$ cat config.mk
export PLATFORM = sky130hd
export DESIGN_NAME = fc_stream_engine
export DESIGN_NICKNAME = d
export VERILOG_FILES = /design/src/rtl/fc_stream_pkg.sv /design/src/rtl/fc_stream_engine_mac.sv /design/src/rtl/fc_stream_engine.sv
export SDC_FILE = /design/constraint.sdc
export NUM_CORES = 1
export LEC_CHECK = 0
export CAP_MARGIN = 20
export CORE_ASPECT_RATIO = 0.8
export CORE_MARGIN = 4
export CORE_UTILIZATION = 35
export DETAILED_ROUTE_END_ITERATION = 7
export PLACE_DENSITY_LB_ADDON = 0.1
export SLEW_MARGIN = 30
export SYNTH_ARGS = -nofsm -noshare
export SYNTH_HDL_FRONTEND = slang
export SYNTH_SLANG_ARGS = --single-unit
export TNS_END_PERCENT = 100
$ cat constraint.sdc
create_clock -name clk -period 4.48 [get_ports clk]
set_input_delay 0.672 -clock clk [delete_from_list [all_inputs] [get_ports clk]]
set_output_delay 0.672 -clock clk [all_outputs]
set_load 0.01 [all_outputs]
$ cat src/rtl/fc_stream_pkg.sv
// Shared definitions for the int8 fully-connected stream engine.
//   - FSM state encoding (LOAD_IN, LOAD_W, LOAD_B, COMPUTE, OUTPUT)
//   - sizing helpers: accumulator width and words per stream section
//   - sat8: clamp a sign-extended 32-bit value to the int8 range
package fc_stream_pkg;

    typedef logic [2:0] state_t;

    localparam state_t ST_LOAD_IN = 3'd0;
    localparam state_t ST_LOAD_W  = 3'd1;
    localparam state_t ST_LOAD_B  = 3'd2;
    localparam state_t ST_COMPUTE = 3'd3;
    localparam state_t ST_OUTPUT  = 3'd4;

    // 16 bits of product, log2(IN_SIZE) bits of growth, one guard bit
    // so the bias add can never wrap.
    function automatic int acc_w(input int in_size);
        return 16 + $clog2(in_size) + 1;
    endfunction

    function automatic int in_words(input int in_size);
        return in_size / 4;
    endfunction

    function automatic int w_words(input int in_size, input int out_size);
        return (in_size * out_size) / 4;
    endfunction

    function automatic int b_words(input int out_size);
        return out_size / 4;
    endfunction

    function automatic logic signed [7:0] sat8(input logic signed [31:0] v);
        if (v > 32'sd127)
            return 8'sd127;
        else if (v < -32'sd128)
            return -8'sd128;
        else
            return v[7:0];
    endfunction

endpackage

$ cat src/rtl/fc_stream_engine_mac.sv
// fc_mac: sequential signed 8x8 multiply-accumulate for one neuron at a time.
// Ports:
//   clk, rstn        clock, asynchronous active-low reset
//   mac_en           an x*w product is issued this cycle
//   mac_last         the issued product is the last one of the neuron
//   x_in, w_in, b_in int8 operand, weight and bias of the current neuron
//   res_vld          res_out holds a finished neuron result this cycle
//   res_out          (sum + bias) >>> SHIFT, saturated to int8
// Build option: define RELU_EN to clamp negative results to zero.
module fc_mac
    import fc_stream_pkg::*;
#(
    parameter int IN_SIZE = 8,
    parameter int SHIFT   = 0
) (
    input  logic       clk,
    input  logic       rstn,
    input  logic       mac_en,
    input  logic       mac_last,
    input  logic [7:0] x_in,
    input  logic [7:0] w_in,
    input  logic [7:0] b_in,
    output logic       res_vld,
    output logic [7:0] res_out
);

    localparam int ACC_W = acc_w(IN_SIZE);

    logic signed [15:0]      xe, we;
    logic signed [15:0]      prod_p0;
    logic signed [7:0]       bias_p0;
    logic                    vld_p0, last_p0;
    logic signed [ACC_W-1:0] acc_p1, sum_p1, fin_p1;

    // Shift first, then saturate, so large sums still scale correctly.
    function automatic logic [7:0] finalize(input logic signed [ACC_W-1:0] v);
        logic signed [31:0] shf;
        logic [7:0]         s;
        shf = 32'(v) >>> SHIFT;
        s   = sat8(shf);
`ifdef RELU_EN
        if (s[7])
            s = 8'h00;
`endif
        return s;
    endfunction

    assign xe = {{8{x_in[7]}}, x_in};
    assign we = {{8{w_in[7]}}, w_in};

    // ---- stage p0: product register ----
    always_ff @(posedge clk or negedge rstn) begin
        if (!rstn) begin
            vld_p0  <= 1'b0;
            last_p0 <= 1'b0;
        end else begin
            vld_p0  <= mac_en;
            last_p0 <= mac_en & mac_last;
        end
    end

    always_ff @(posedge clk) begin
        prod_p0 <= xe * we;
        bias_p0 <= b_in;
    end

    // ---- stage p1: accumulate; bias joins the final sum of a neuron ----
    assign sum_p1 = acc_p1 + ACC_W'(prod_p0);
    assign fin_p1 = sum_p1 + ACC_W'(bias_p0);

    always_ff @(posedge clk or negedge rstn) begin
        if (!rstn)
            acc_p1 <= '0;
        else if (vld_p0)
            acc_p1 <= last_p0 ? '0 : sum_p1;
    end

    assign res_vld = vld_p0 & last_p0;
    assign res_out = finalize(fin_p1);

endmodule

$ cat src/rtl/fc_stream_engine.sv
// fc_stream_engine: int8 fully-connected layer engine on a word stream.
// Ports:
//   clk, rstn          clock, asynchronous active-low reset
//   r_valid/r_ready    input stream handshake; in_data is little-endian
//   in_data[31:0]      x words, then row-major weight words, then bias words
//   t_valid/t_ready    output stream handshake with backpressure
//   out_data[31:0]     four int8 results, lowest index in bits [7:0]
//   busy               high while computing or presenting results
// Build option: RELU_EN (see fc_mac) clamps negative results to zero.
// Buffers are shift registers: loading shifts words in from the top, so the
// first stream byte ends at bits [7:0]; compute rotates them byte by byte so
// the current operand is always the low byte.
module fc_stream_engine
    import fc_stream_pkg::*;
#(
    parameter int IN_SIZE  = 8,
    parameter int OUT_SIZE = 4,
    parameter int SHIFT    = 0
) (
    input  logic        clk,
    input  logic        rstn,
    input  logic        r_valid,
    output logic        r_ready,
    input  logic [31:0] in_data,
    output logic        t_valid,
    input  logic        t_ready,
    output logic [31:0] out_data,
    output logic        busy
);

    localparam int MACS  = IN_SIZE * OUT_SIZE;
    localparam int CNT_W = $clog2(MACS) + 1;
    localparam int XW    = IN_SIZE * 8;
    localparam int WW    = MACS * 8;
    localparam int BW    = OUT_SIZE * 8;

    localparam logic [CNT_W-1:0] IN_LAST = CNT_W'(in_words(IN_SIZE) - 1);
    localparam logic [CNT_W-1:0] W_LAST  = CNT_W'(w_words(IN_SIZE, OUT_SIZE) - 1);
    localparam logic [CNT_W-1:0] B_LAST  = CNT_W'(b_words(OUT_SIZE) - 1);
    localparam logic [CNT_W-1:0] I_LAST  = CNT_W'(IN_SIZE - 1);
    localparam logic [CNT_W-1:0] M_LAST  = CNT_W'(MACS - 1);
    localparam logic [CNT_W-1:0] ONE     = CNT_W'(1);

    state_t           state;
    logic             run_q;
    logic [CNT_W-1:0] wcnt, mcnt, i_idx, ocnt;
    logic             issue_done;
    logic [XW-1:0]    x_vec;
    logic [WW-1:0]    w_vec;
    logic [BW-1:0]    b_vec, r_vec;
    logic             in_hs, out_hs, mac_en, mac_last, res_vld;
    logic [7:0]       res_out;

    // run_q keeps r_ready low while reset is held and for no longer.
    assign r_ready  = run_q & ((state == ST_LOAD_IN) | (state == ST_LOAD_W) |
                               (state == ST_LOAD_B));
    assign t_valid  = (state == ST_OUTPUT);
    assign busy     = (state == ST_COMPUTE) | (state == ST_OUTPUT);
    assign out_data = t_valid ? r_vec[31:0] : 32'h0;
    assign in_hs    = r_valid & r_ready;
    assign out_hs   = t_valid & t_ready;
    assign mac_en   = (state == ST_COMPUTE) & ~issue_done;
    assign mac_last = (i_idx == I_LAST);

    fc_mac #(.IN_SIZE(IN_SIZE), .SHIFT(SHIFT)) u_mac (
        .clk      (clk),
        .rstn     (rstn),
        .mac_en   (mac_en),
        .mac_last (mac_last),
        .x_in     (x_vec[7:0]),
        .w_in     (w_vec[7:0]),
        .b_in     (b_vec[7:0]),
        .res_vld  (res_vld),
        .res_out  (res_out)
    );

    always_ff @(posedge clk or negedge rstn) begin
        if (!rstn) begin
            state      <= ST_LOAD_IN;
            run_q      <= 1'b0;
            wcnt       <= '0;
            mcnt       <= '0;
            i_idx      <= '0;
            ocnt       <= '0;
            issue_done <= 1'b0;
            x_vec      <= '0;
            w_vec      <= '0;
            b_vec      <= '0;
            r_vec      <= '0;
        end else begin
            run_q <= 1'b1;
            case (state)
                ST_LOAD_IN: if (in_hs) begin
                    x_vec <= XW'({in_data, x_vec} >> 32);
                    if (wcnt == IN_LAST) begin
                        wcnt  <= '0;
                        state <= ST_LOAD_W;
                    end else
                        wcnt <= wcnt + ONE;
                end
                ST_LOAD_W: if (in_hs) begin
                    w_vec <= WW'({in_data, w_vec} >> 32);
                    if (wcnt == W_LAST) begin
                        wcnt  <= '0;
                        state <= ST_LOAD_B;
                    end else
                        wcnt <= wcnt + ONE;
                end
                ST_LOAD_B: if (in_hs) begin
                    b_vec <= BW'({in_data, b_vec} >> 32);
                    if (wcnt == B_LAST) begin
                        wcnt       <= '0;
                        mcnt       <= '0;
                        i_idx      <= '0;
                        issue_done <= 1'b0;
                        state      <= ST_COMPUTE;
                    end else
                        wcnt <= wcnt + ONE;
                end
                ST_COMPUTE: begin
                    if (mac_en) begin
                        x_vec <= {x_vec[7:0], x_vec[XW-1:8]};
                        w_vec <= {w_vec[7:0], w_vec[WW-1:8]};
                        if (mac_last) begin
                            b_vec <= {b_vec[7:0], b_vec[BW-1:8]};
                            i_idx <= '0;
                        end else
                            i_idx <= i_idx + ONE;
                        if (mcnt == M_LAST)
                            issue_done <= 1'b1;
                        else
                            mcnt <= mcnt + ONE;
                    end
                    // Results arrive one cycle behind issue; the one seen
                    // after issue has finished belongs to the last neuron.
                    if (res_vld) begin
                        r_vec <= {res_out, r_vec[BW-1:8]};
                        if (issue_done) begin
                            ocnt  <= '0;
                            state <= ST_OUTPUT;
                        end
                    end
                end
                ST_OUTPUT: if (out_hs) begin
                    r_vec <= r_vec >> 32;
                    if (ocnt == B_LAST) begin
                        ocnt  <= '0;
                        state <= ST_LOAD_IN;
                    end else
                        ocnt <= ocnt + ONE;
                end
                default: state <= ST_LOAD_IN;
            endcase
        end
    end

endmodule

---- Word-level counts from Yosys, hierarchy flattened ----
Index checks and enable logic that the tools add are counted.
cells by class
  add/sub/neg operators ................... 6
  order comparisons ....................... 2
  muxes and demuxes ....................... 53
  bitwise operators ....................... 10
  equal/unequal tests ..................... 22
  multipliers ............................. 1
  reductions and logical operators ........ 18
operator list
  operator               count
  $mux W256              2
  $pmux W256 S2          1
  $mux W32               6
  $mux W64               2
  $pmux W32 S2           2
  $pmux W64 S2           1
  $mux W6                16
  $pmux W6 S2            3
  $mux W3                10
  $add A6 B1 Y6 const B  4
  $add A20 B16 Y20       1
  $add A20 B8 Y20        1
  $gt A20 B8 Y1 const B  1
  $lt A20 B8 Y1 const B  1
  $mux W20               1
  $pmux W6 S3            1
  $mul A8 B8 Y16         1
  $mux W8                2
  $ne A2 B1 Y1 const B   8
  $reduce_and A4 Y1      4
  $pmux W3 S5            1
  $eq A6 B3 Y1 const B   2
  $logic_not A6 Y1       2
  $ne A2 B2 Y1 const B   6
  other kinds (16)       33
word-level totals
  output and inout bits ................... 35
  register bits after elaboration ......... 459
  bits of input ports ..................... 36

---- Longest topological paths before layout ----
  depth after elaboration ................. 7
  gate-level depth with buffers ........... 20
  depth with buffers taken out ............ 20

---- Modules after synthesis ----
Synthesis repeated with hierarchy kept, for this count alone.
unflattened totals
  cells, all modules ...................... 2,771
  area, all modules ....................... 24,287.0 um2
modules (own cells, without submodules)
  module            area each (um2)  cells each  times used
  fc_stream_engine  18,647.9         2,156       1
  fc_mac            5,639.2          615         1

---- Worst setup path after synthesis ----
Ideal clock, no wire load.
  kind .................................... reg-to-reg
  from .................................... reg u_mac.acc_p1[0]
  to ...................................... reg r_vec[24]
  cell stages (with the launch flop) ...... 21
  buffers on the path ..................... 0
  setup time .............................. 131 ps
  arrival time ............................ 4,570 ps
  path slack .............................. -221 ps
  data required time ...................... 4,349 ps
  period minus slack after synthesis ...... 4,701 ps
  cell sequence ........................... dfrtp_1 > ha_1 > fa_1 > a21o_1 > a21oi_1 > o21bai_1 > a21oi_1 > o21ai_0 > a21o_1 > a21oi_1 > xnor2_1 > ha_1 > a21o_1 > a21oi_1 > and2b_2 > a311oi_2 > a21oi_2 > a31oi_1 > xnor3_2 > a22oi_2 > o21ai_1
between the ends
  longest elaborated chain between the ends .. 7
  elaborated cells on any way between the ends .. 8
RTL lines
  element                 line                        source
  from (decl)             fc_stream_engine_mac.sv:33  logic signed [ACC_W-1:0] acc_p1, sum_p1, fin_p1;
  from (signal assigned)  fc_stream_engine_mac.sv:75  acc_p1 <= last_p0 ? '0 : sum_p1;
  $add A20 B16 Y20 (*)    fc_stream_engine_mac.sv:68  assign sum_p1 = acc_p1 + ACC_W'(prod_p0);
  $add A20 B8 Y20 (*)     fc_stream_engine_mac.sv:69  assign fin_p1 = sum_p1 + ACC_W'(bias_p0);
  $lt A20 B8 Y1           fc_stream_pkg.sv:36         else if (v < -32'sd128)
  $mux W8                 fc_stream_pkg.sv:36
  $mux W8 (*)             fc_stream_pkg.sv:34         if (v > 32'sd127)
  $mux W32 (*)            fc_stream_engine.sv:136     if (res_vld) begin
  $pmux W32 S2 (*)        fc_stream_engine.sv:92      case (state)
  to (signal assigned)    fc_stream_engine.sv:137     r_vec <= {res_out, r_vec[BW-1:8]};
  to (signal assigned)    fc_stream_engine.sv:145     r_vec <= r_vec >> 32;
  to (decl)               fc_stream_engine.sv:50      logic [BW-1:0] b_vec, r_vec;
Mark *: on every way between the ends. The rest lies on a longest branch, timed or not. The select of a mux whose other input is x is not followed.
A chain may end at the register's enable or synchronous reset.

---- Worst setup path after layout ----
  from .................................... reg u_mac.acc_p1[0]
  to ...................................... reg r_vec[27]
The elaborated chain is that of the path after synthesis.

==> flow_summary.yaml <==
status:
  status: "finished with violations"
  violations: "negative setup slack"
grt:
  grt_pass1_vias: 18900
  grt_pass1_wl_um: 103000
  overflow: 0
  grt_max_degree: 163
  antenna_found_initial: 0
  grtUsageTotal: 0.168
timing:
  min_period_over_period: 1.01
  worst_pin_slew_ps: 903
  hold_viol: 0
  finalCriticalPeriod_ps: 4530
  timing.final.ws_setup_ps: -53.5
  maxSlewHeadroom: 0.396
  slew_violations: 0
  fmax_mhz: 221
  skew_ps: 31.1
  rsz0062_at_grt: "true"
  setup_viol: 7
clock_tree:
  insertion_delay_ps: 610
  cts_buffers: 50
  htreeDepth: 2
  clock-sinks: 459
  cts_tree: "built"
  clockRootBuffer: "clkbuf_16"
  cts.path.max_buffers: 3
  cts_hold_buffers: 0
  cts.reportedPaths.clkPinSlew_ps: 60
synthesis:
  yosys.area.top_type: "dfrtp_1"
  ys_seq_area_frac: 0.469
  synth_commonest_cells: "nand2_1, dfrtp_1, nor2_1"
  yosys.cell_count.top_type: "nand2_1"
  syn_nets: 2965
  syn_inst: 2796
  async_flop_share: 0.948
  synth_enable_flop_cells: 0
  synth_cell_types: 81
  syn_area_mm2: 0.0242
  netlist.area_leader.share: 0.449
  ys_top_cells_by_area: "dfrtp_1, nand2_1, a31oi_1, nor2_1, fa_1"
  syn_avg_cell_area_um2: 8.66
  synth_ff_type: "dfrtp_1"
  ys_ff_latch: 459
  yosys_warnings: 0
floorplanning:
  rows: 85
  core_mm2: 0.0680
  die_width_um: 302
  die_y_um: 243
  die_area_mm2: 0.0735
  top_level_ports: 71
  initial_utilization: 0.356
place:
  pre_cts_slack_ps: -246
  dp_hpwl_um: 41200
  port_buffers: 70
  place.gp.congestion: 0.834
drt:
  avgViaCountPerCell: 5.12
  drtAntennaViolNets: 0
  wl_per_cell_um: 16.3
  wl_um: 62000
  via_count: 19400
  drt_pre_antenna_iters: 5
  drtIter0Drc: 1373
  drc: 0
critical_path:
  worst_setup_path_start_kind: "register"
  cp_data_arrival_time_ps: 5000
  worstSetupEndpointType: "register"
  reg2reg_depth: 21
  critPathRequiredTime_ps: 4950
  r2r_setup_slack_ps: -50
  crit_path_max_fanout: 8
  critPathKind: "reg2reg"
finish:
  nFillCells: 6783
  drive_gt1_frac: 0.101
  antenna_cells: 0
  syn_to_final_growth_pct: 17.3
  nets: 3017
min_path:
  min_path_type: "in2async"
job:
  maxCapViolations: 0
area by class of cell:
type / instances / area (um2) / area share
Multi-Input combinational cell: 2064 / 12200 / 0.431
Clock inverter: 11 / 126 / 0.00445
Timing Repair Buffer: 185 / 1720 / 0.0604
Tap cell: 913 / 1140 / 0.0402
Clock buffer: 77 / 1480 / 0.0519
Inverter: 88 / 333 / 0.0117
Sequential cell: 459 / 11400 / 0.401
per-stage QoR:
stage                util  TNS, ps  hold WS [ps]  instances  cell area (um2)
CTS                 0.412    -61.2          64.7       3782            28000
floorplan               -        0           367       2796            24200
detailed placement  0.385    -1870           473       3678            26200
global placement    0.385     -550           460       3678            26200
finish              0.418     -147          43.4       3797            28400
global route        0.418    -2440          94.0       3797            28400
cells by family after synthesis:
group | after synthesis | share of synthesized area
AOI/OAI and AO/OA | 694 | 0.178
xor gates and xnor gates | 43 | 0.0162
adders and majority gates | 133 | 0.0864
buffers and inverters | 273 | 0.0434
DFF | 459 | 0.469
muxes | 3 | 0.00134
other | 1 | 0.000155
and+or+nand+nor | 1190 | 0.206
final timing paths:
kind,start,to
worst max-delay path,u_mac.acc_p1[0],r_vec[27]
worst min-delay path,rstn,ocnt[5]
worst max register to register,u_mac.acc_p1[0],r_vec[27]
worst min register to register,b_vec[18],b_vec[18]
max in group asynchronous,rstn,w_vec[237]
min in group clk,b_vec[18],b_vec[18]
registers in the layout, summed over array words and instances (netlist names), 8 cells and up:
name	cells
b_vec	32
x_vec	64
u_mac.acc_p1	20
r_vec	32
u_mac.bias_p0	8
w_vec	256
u_mac.prod_p0	16
layout by cell type (no fill, tap or decap), drive strengths merged, types with 33 or more instances in the layout:
| master | instances |
|---|---|
| fa | 57 |
| dfrtp | 435 |
| clkdlybuf4s50 | 69 |
| a31oi | 261 |
| buf | 116 |
| a22o | 41 |
| and3 | 42 |
| xnor2 | 33 |
| a21oi | 212 |
| nor2 | 358 |
| o21ai | 85 |
| inv | 89 |
| nand2 | 624 |
| ha | 76 |
| and2 | 74 |
| clkbuf | 77 |
metal layers:
layer,global-route usage,vias up,wire length [um]
li1,-,9636,-
met3,0.0230,82,2330
met1,0.264,9405,32600
met5,0,-,0
met2,0.244,310,25700
met4,0.0405,0,1330
worst max-delay path, stage by stage, from the launching register on:
cell      delay, ps
dfrtp_1         370
ha_2            180
fa_2            340
a21o_1          170
a21oi_2         170
o21bai_1        110
a21oi_2         160
o21ai_1         120
a21o_1          200
a21oi_2         170
xnor2_2         150
ha_1            270
a21o_1          200
a21oi_1         150
and2b_2         250
a311oi_4        300
a21oi_2         110
a31oi_1         220
xnor3_2         300
buf_6           170
a22oi_2         190
o21ai_1          80
repair_timing:
| action | CTS | global route |
|---|---|---|
| gates resized for setup | 22 | 77 |
| endpoints found under the setup margin | 10 | 13 |
| buffers inserted | 16 | 17 |
| pin swaps | 23 | 65 |
Power is not shown: default switching activity piles up to over one toggle a cycle in this logic, so the estimate is an artifact.
